File: src/rtl/hdr_parse_engine.sv
// Header-chain parser: walks a packet through the memory read port, following per-header
// next-tag tables, and records the absolute offset of every header it recognises.
module hdr_parse_engine #(
  parameter int ADDR_W       = 32,
  parameter int DATA_W       = 32,
  parameter int MAX_HDR      = 8,
  parameter int NEXT_ENTRIES = 2,
  parameter int TAG_W        = 16,
  parameter int ID_W         = 16
) (
  input  logic                             clk,
  input  logic                             rst,
  input  logic                             start_i,
  input  logic [ADDR_W-1:0]                pkt_addr_i,
  output logic                             mem_ce_o,
  output logic                             mem_we_o,
  output logic [ADDR_W-1:0]                mem_addr_o,
  output logic [3:0]                       mem_width_o,
  output logic [DATA_W-1:0]                mem_data_o,
  input  logic [DATA_W-1:0]                mem_data_i,
  input  logic                             ps_mod_start_i,
  input  logic [DATA_W-1:0]                ps_mod_hdr_id_i,
  input  logic [DATA_W-1:0]                ps_mod_hdr_len_i,
  input  logic [DATA_W-1:0]                ps_mod_next_tag_start_i,
  input  logic [DATA_W-1:0]                ps_mod_next_tag_len_i,
  input  logic [NEXT_ENTRIES*(TAG_W+ID_W)-1:0] ps_mod_next_table_i,
  output logic                             ready_o,
  output logic                             err_o,
  output logic [MAX_HDR-1:0]               hdr_valid_o,
  output logic [MAX_HDR*ADDR_W-1:0]        hdr_off_o
);

  // state  | meaning
  // IDLE   | waiting for start_i
  // FETCH  | check tag_len of current header, issue tag read
  // WAIT   | read in flight
  // LOOKUP | match returned tag against next table
  // DONE   | results valid, wait for start_i low
  typedef enum logic [2:0] {S_IDLE, S_FETCH, S_WAIT, S_LOOKUP, S_DONE} state_t;

  localparam int IDX_W = (MAX_HDR > 1) ? $clog2(MAX_HDR) : 1;
  localparam int EW    = TAG_W + ID_W;
  localparam logic [ID_W-1:0]   NO_NEXT = '1;
  localparam logic [DATA_W-1:0] TAG_B   = DATA_W'(TAG_W / 8);

  logic [DATA_W-1:0]          hdr_len   [MAX_HDR];
  logic [DATA_W-1:0]          tag_start [MAX_HDR];
  logic [DATA_W-1:0]          tag_len   [MAX_HDR];
  logic [NEXT_ENTRIES*EW-1:0] next_tbl  [MAX_HDR];

  state_t              state;
  logic [IDX_W-1:0]    cur_id;
  logic [ADDR_W-1:0]   cur_addr;
  logic [IDX_W-1:0]    wr_idx;
  logic [TAG_W-1:0]    tag;
  logic [NEXT_ENTRIES*EW-1:0] cur_next;
  logic                hit;
  logic [ID_W-1:0]     hit_id;
  logic [ADDR_W-1:0]   next_addr;
  logic                unused_bits;

  assign wr_idx      = ps_mod_hdr_id_i[IDX_W-1:0];
  assign tag         = mem_data_i[TAG_W-1:0];
  assign cur_next    = next_tbl[cur_id];
  assign next_addr   = cur_addr + ADDR_W'(hdr_len[cur_id]);
  assign mem_we_o    = 1'b0;
  assign mem_data_o  = '0;
  assign unused_bits = ^{ps_mod_hdr_id_i[DATA_W-1:IDX_W], mem_data_i[DATA_W-1:TAG_W]};

  always_ff @(posedge clk or posedge rst) begin
    if (rst) begin
      for (int i = 0; i < MAX_HDR; i++) begin
        hdr_len[i]   <= '0;
        tag_start[i] <= '0;
        tag_len[i]   <= '0;
        next_tbl[i]  <= '1;
      end
    end else if (ps_mod_start_i) begin
      hdr_len[wr_idx]   <= ps_mod_hdr_len_i;
      tag_start[wr_idx] <= ps_mod_next_tag_start_i;
      tag_len[wr_idx]   <= ps_mod_next_tag_len_i;
      next_tbl[wr_idx]  <= ps_mod_next_table_i;
    end
  end

  // Read data arrives in the LOOKUP cycle; walking down from the top lets entry 0 win ties.
  always_comb begin
    hit    = 1'b0;
    hit_id = NO_NEXT;
    for (int k = NEXT_ENTRIES - 1; k >= 0; k--) begin
      if (cur_next[(NEXT_ENTRIES-k)*EW-TAG_W-1 -: ID_W] != NO_NEXT &&
          cur_next[(NEXT_ENTRIES-k)*EW-1 -: TAG_W] == tag) begin
        hit    = 1'b1;
        hit_id = cur_next[(NEXT_ENTRIES-k)*EW-TAG_W-1 -: ID_W];
      end
    end
  end

  always_ff @(posedge clk or posedge rst) begin
    if (rst) begin
      state       <= S_IDLE;
      cur_id      <= '0;
      cur_addr    <= '0;
      mem_ce_o    <= 1'b0;
      mem_addr_o  <= '0;
      mem_width_o <= '0;
      ready_o     <= 1'b0;
      err_o       <= 1'b0;
      hdr_valid_o <= '0;
      hdr_off_o   <= '0;
    end else begin
      case (state)
        S_IDLE: begin
          if (start_i) begin
            ready_o                 <= 1'b0;
            err_o                   <= 1'b0;
            hdr_valid_o             <= MAX_HDR'(1);
            hdr_off_o[0 +: ADDR_W]  <= pkt_addr_i;
            cur_id                  <= '0;
            cur_addr                <= pkt_addr_i;
            state                   <= S_FETCH;
          end
        end
        S_FETCH: begin
          if (tag_len[cur_id] == '0) begin
            state <= S_DONE;
          end else if (tag_len[cur_id] > TAG_B) begin
            err_o <= 1'b1;
            state <= S_DONE;
          end else begin
            mem_ce_o    <= 1'b1;
            mem_addr_o  <= cur_addr + ADDR_W'(tag_start[cur_id]);
            mem_width_o <= tag_len[cur_id][3:0];
            state       <= S_WAIT;
          end
        end
        S_WAIT: begin
          mem_ce_o <= 1'b0;
          state    <= S_LOOKUP;
        end
        S_LOOKUP: begin
          if (!hit) begin
            state <= S_DONE;
          end else if (hit_id >= ID_W'(MAX_HDR) || hdr_valid_o[hit_id[IDX_W-1:0]]) begin
            err_o <= 1'b1;
            state <= S_DONE;
          end else begin
            cur_addr                                    <= next_addr;
            cur_id                                      <= hit_id[IDX_W-1:0];
            hdr_valid_o[hit_id[IDX_W-1:0]]              <= 1'b1;
            hdr_off_o[hit_id[IDX_W-1:0]*ADDR_W +: ADDR_W] <= next_addr;
            state                                       <= S_FETCH;
          end
        end
        S_DONE: begin
          ready_o <= 1'b1;
          if (!start_i) state <= S_IDLE;
        end
        default: state <= S_IDLE;
      endcase
    end
  end

endmodule

File: config.mk
export PLATFORM = sky130hd
export DESIGN_NAME = hdr_parse_engine
export DESIGN_NICKNAME = d
export VERILOG_FILES = /design/src/rtl/hdr_parse_engine.sv
export SDC_FILE = /design/constraint.sdc
export NUM_CORES = 2
export LEC_CHECK = 0
export ABC_AREA = 1
export BUFFER_PORTS_ARGS = -buffer_cell sky130_fd_sc_hd__buf_2
export CAP_MARGIN = 15
export CORE_MARGIN = 2
export CORE_UTILIZATION = 45
export CTS_CLUSTER_SIZE = 8
export DETAILED_ROUTE_END_ITERATION = 8
export GPL_ROUTABILITY_DRIVEN = 0
export MAX_ROUTING_LAYER = met4
export PLACE_DENSITY_LB_ADDON = 0.08
export RECOVER_POWER = 25
export SLEW_MARGIN = 20
export SYNTH_ARGS = -nofsm -noshare
export SYNTH_HDL_FRONTEND = slang
export SYNTH_SLANG_ARGS = --single-unit
File: constraint.sdc
create_clock -name clk -period 118.9 [get_ports clk]
set_input_delay 0 -clock clk [delete_from_list [all_inputs] [get_ports clk]]
set_output_delay 0 -clock clk [all_outputs]
set_load 0.02 [all_outputs]
==> impl_metrics.ini <==
[status]
run_status = finished, violations left
violations = capacitance limit, slew limit

[placement]
io_buffers = 517
placed_area_um2 = 81100
hpwlAfterDp_um = 156000
pre_cts_ws_ns = 109.95

[routing]
drt-initial-drc-count = 6536
route.vias.total = 68658
drtAntennaViolNets = 0
detail_route.wl_per_cell_um = 20.6
via_per_inst = 5.42
wirelength_um = 261000
drc = 0
first_pass_iters = 6

[clock_network]
htreeDepth = 4
cts_root_buf = clkbuf_16
path_clk_slew_ns = 0.05
clk_latency_ns = 0.88
cts_setup_buffers = 0
cts_resized = 0
numCtsBuffers = 221
hold_buffers = 373
clockBufferDepth = 3
cts_sinks = 1621
cts_tree = done

[power_and_ir_drop]
internal_power_mw = 1.13
pwr-share-clk_pct = 34.2
switching_share_pct = 33.4
powerDensity_nw_per_um2 = 18.8
power_mw = 1.70
switchingPower_mw = 0.567
ir_drop_uv = 17.6
pwr-share-comb_pct = 22.5
p_leak_nw = 42.7
seqPwrFrac_pct = 43.3

[floorplan]
die-area_um2 = 176000
die_h_um = 419
io_pins = 596
dieWidth_um = 419
rows = 152
core_um2 = 171000
initial_core_util_pct = 45.3

[synth]
synth_edf_count = 0
netlist-cell-type-count = 48
postSynthAreaPerCell_um2 = 7.96
ys_async_sr_fraction_pct = 100
ys.flop_type = dfrtp_1
syn_inst = 9740
ys_warn_count = 0
ys_ff_latch = 1621
ys_seq_area_share_pct = 53.1
netlist_area_um2 = 77500

[worst_hold_path]
hold_end = hdr_len[30]$_DFFE_PP0P_
hold_path_class = in2reg
holdPathStages = 4
min_from = ps_mod_hdr_len_i[30]

[sta]
worst_pin_slew_ns = 5.81
finalHoldViolations = 0
fin_tns_setup_ns = 0
rsz0062_at_grt = false
period_needed_ns = 8.83
setup_viol = 0
fin_skew_ns = 0.0372
fin_crit_sh_pct = 7.42
max_freq_mhz = 113
slew_headroom_pct = -289
setup_ws_ns = 110.07
slew_viol_final = 993

[grt]
grt_pass1_wl_um = 399000
grt_usage_pct = 30.3
overflow = 0
grt_antenna_before_repair = 15
first_global_vias = 65086
grt_max_degree = 177

[critical_path]
reg2reg_depth = 27
worst_setup_path_end_kind = flip-flop
worst_ep_arrival_time_ns = 9.58
cp-start-kind = flip-flop
reg2reg_from = cur_id[0]$_DFFE_PP0P_
max_stage_delay_ns = 0.80
worstPathMaxFanout = 82
r2r_end = hdr_off_o[238]$_DFFE_PP0P_
regToRegSetupSlack_ns = 110.07
cp_data_required_time_ns = 119.65
cp_common_cell = nand2_1
worstSetupPathType = reg2reg
critical_path.slowest_cell = buf_4

[finish]
drive_gt1_share_pct = 10.9
fin_area_um2 = 90500
area_delta_synth_final_pct = 16.7
fillers = 16640
nNetsFinal = 10616
utilization_pct = 52.8

[run]
cap_violations = 14
[per-stage QoR]
stage               cells  hold slack [ns]
detailed placement  12003            0.230
global route        12672           0.0138
finish              12674           0.0545
floorplan            9772            0.118
CTS                 12662         0.000727
global placement    12003            0.223
[power groups by stage]
stage	Sequential, mW	Clock (mW)	Combinational (mW)
2_1_floorplan	0.726	0	0.235
5_1_grt	0.744	0.614	0.424
3_5_place_dp	0.739	0	0.366
6_report	0.735	0.580	0.381
4_1_cts	0.732	0.591	0.379
3_3_place_gp	0.736	0	0.359
[state kept, by name, indices dropped and copies added (netlist names)]
| signal | count |
|---|---|
| hdr_off_o | 256 |
| mem_width_o | 4 |
| cur_addr | 32 |
| state | 3 |
| hdr_valid_o | 8 |
| mem_addr_o | 32 |
| hdr_len | 256 |
| next_tbl | 512 |
| ready_o | 1 |
| err_o | 1 |
| tag_start | 256 |
| tag_len | 256 |
| cur_id | 3 |
| mem_ce_o | 1 |
[synthesized netlist by cell type (3+ instances only)]
| cell | number | share of area [%] |
|---|---|---|
| xnor2_1 | 21 | 0.24 |
| a21o_1 | 8 | 0.077 |
| xor2_1 | 39 | 0.44 |
| nand3_1 | 501 | 3.2 |
| or2_2 | 9 | 0.073 |
| nand3b_1 | 3 | 0.029 |
| a21boi_0 | 5 | 0.048 |
| nor2_1 | 764 | 3.7 |
| dfstp_2 | 512 | 17 |
| a221oi_1 | 6 | 0.068 |
| nor2_2 | 8 | 0.065 |
| nand2_2 | 5 | 0.040 |
| o21ai_0 | 1687 | 11 |
| nand4_1 | 74 | 0.60 |
| buf_1 | 30 | 0.15 |
| buf_4 | 62 | 0.60 |
| o21bai_1 | 4 | 0.039 |
| dfrtp_1 | 1109 | 36 |
| o21ai_1 | 40 | 0.26 |
| nor4_1 | 23 | 0.19 |
| clkbuf_1 | 486 | 2.4 |
| and2_1 | 13 | 0.10 |
| buf_6 | 17 | 0.25 |
| nand2_1 | 3039 | 15 |
| mux2i_1 | 12 | 0.15 |
| nor3_1 | 85 | 0.55 |
| o22ai_1 | 71 | 0.57 |
| a31oi_1 | 68 | 0.55 |
| o221ai_1 | 4 | 0.045 |
| a21oi_1 | 194 | 1.3 |
| o21a_1 | 5 | 0.048 |
| o31ai_1 | 3 | 0.029 |
| nand2_4 | 5 | 0.073 |
| buf_2 | 105 | 0.68 |
| inv_1 | 544 | 2.6 |
| ha_1 | 64 | 1.0 |
| inv_2 | 8 | 0.039 |
| o211ai_1 | 91 | 0.88 |
[layout make-up]
cell class	count	area, um^2	area share (%)
clock inverter	15	367	0.405
timing repair buffer	997	6800	7.51
antenna	11	27.5	0.0304
clock buffer	271	5750	6.35
inverter	554	2100	2.32
tap	2310	2890	3.19
sequential	1621	41200	45.6
multi-input combinational	6895	31300	34.6
[worst max-delay path, delay by kind of cell (launching register included)]
kind | cells | cell delay (ns)
compound gates | 2 | 0.44
fa+ha+maj | 2 | 0.62
buf+inv | 7 | 3.20
flops | 1 | 0.70
simple gates | 16 | 3.56
[layer usage]
| layer | vias up | GRT usage, % | wire length, um |
|---|---|---|---|
| met3 | 525 | 4.38 | 15200 |
| met2 | 2187 | 46.6 | 120000 |
| li1 | 32662 | - | - |
| met5 | - | - | 0 |
| met4 | 0 | 12.8 | 11300 |
| met1 | 33284 | 40.2 | 114000 |
[how the worst max path moves through the flow]
stage | start | end | slack [ns] | cells past startpoint
global placement | cur_id[0]$_DFFE_PP0P_ | hdr_off_o[129]$_DFFE_PP0P_ | 109.62 | 27
global route | rst | next_tbl[16]$_DFFE_PP1P_ | 109.12 | 7
CTS | cur_id[0]$_DFFE_PP0P_ | hdr_off_o[131]$_DFFE_PP0P_ | 109.95 | 27
floorplan | rst | cur_addr[0]$_DFFE_PP0P_ | 74.00 | 1
finish | cur_id[0]$_DFFE_PP0P_ | hdr_off_o[238]$_DFFE_PP0P_ | 110.07 | 27
detailed placement | cur_id[0]$_DFFE_PP0P_ | hdr_off_o[238]$_DFFE_PP0P_ | 109.95 | 27
[cell usage in the layout, fill, tap and decap left out, drive strengths merged, types with 64 or more instances in the layout]
master | netlist | routed
dlygate4sd3 | 0 | 373
nor3 | 85 | 85
nand2 | 3049 | 3049
nand4 | 74 | 74
buf | 214 | 312
dfrtp | 1109 | 1109
clkbuf | 488 | 583
ha | 64 | 64
inv | 552 | 558
o22ai | 71 | 71
nand3 | 504 | 504
o211ai | 91 | 91
a31oi | 68 | 68
a21oi | 194 | 194
o21ai | 1727 | 1727
dfstp | 512 | 512
nor2 | 774 | 774
[kinds of logic after synthesis]
family / count (synthesis) / synth area share, %
XOR/XNOR: 60 / 0.678
other: 1 / 0.00484
buffers and inverters: 1256 / 6.72
AO/OA/AOI/OAI: 2189 / 14.8
AND/OR/NAND/NOR: 4535 / 23.4
flip-flops: 1621 / 53.1
multiplexers: 12 / 0.155
adder cells (fa/ha/maj): 66 / 1.08
(Power assumes the default switching activity.)
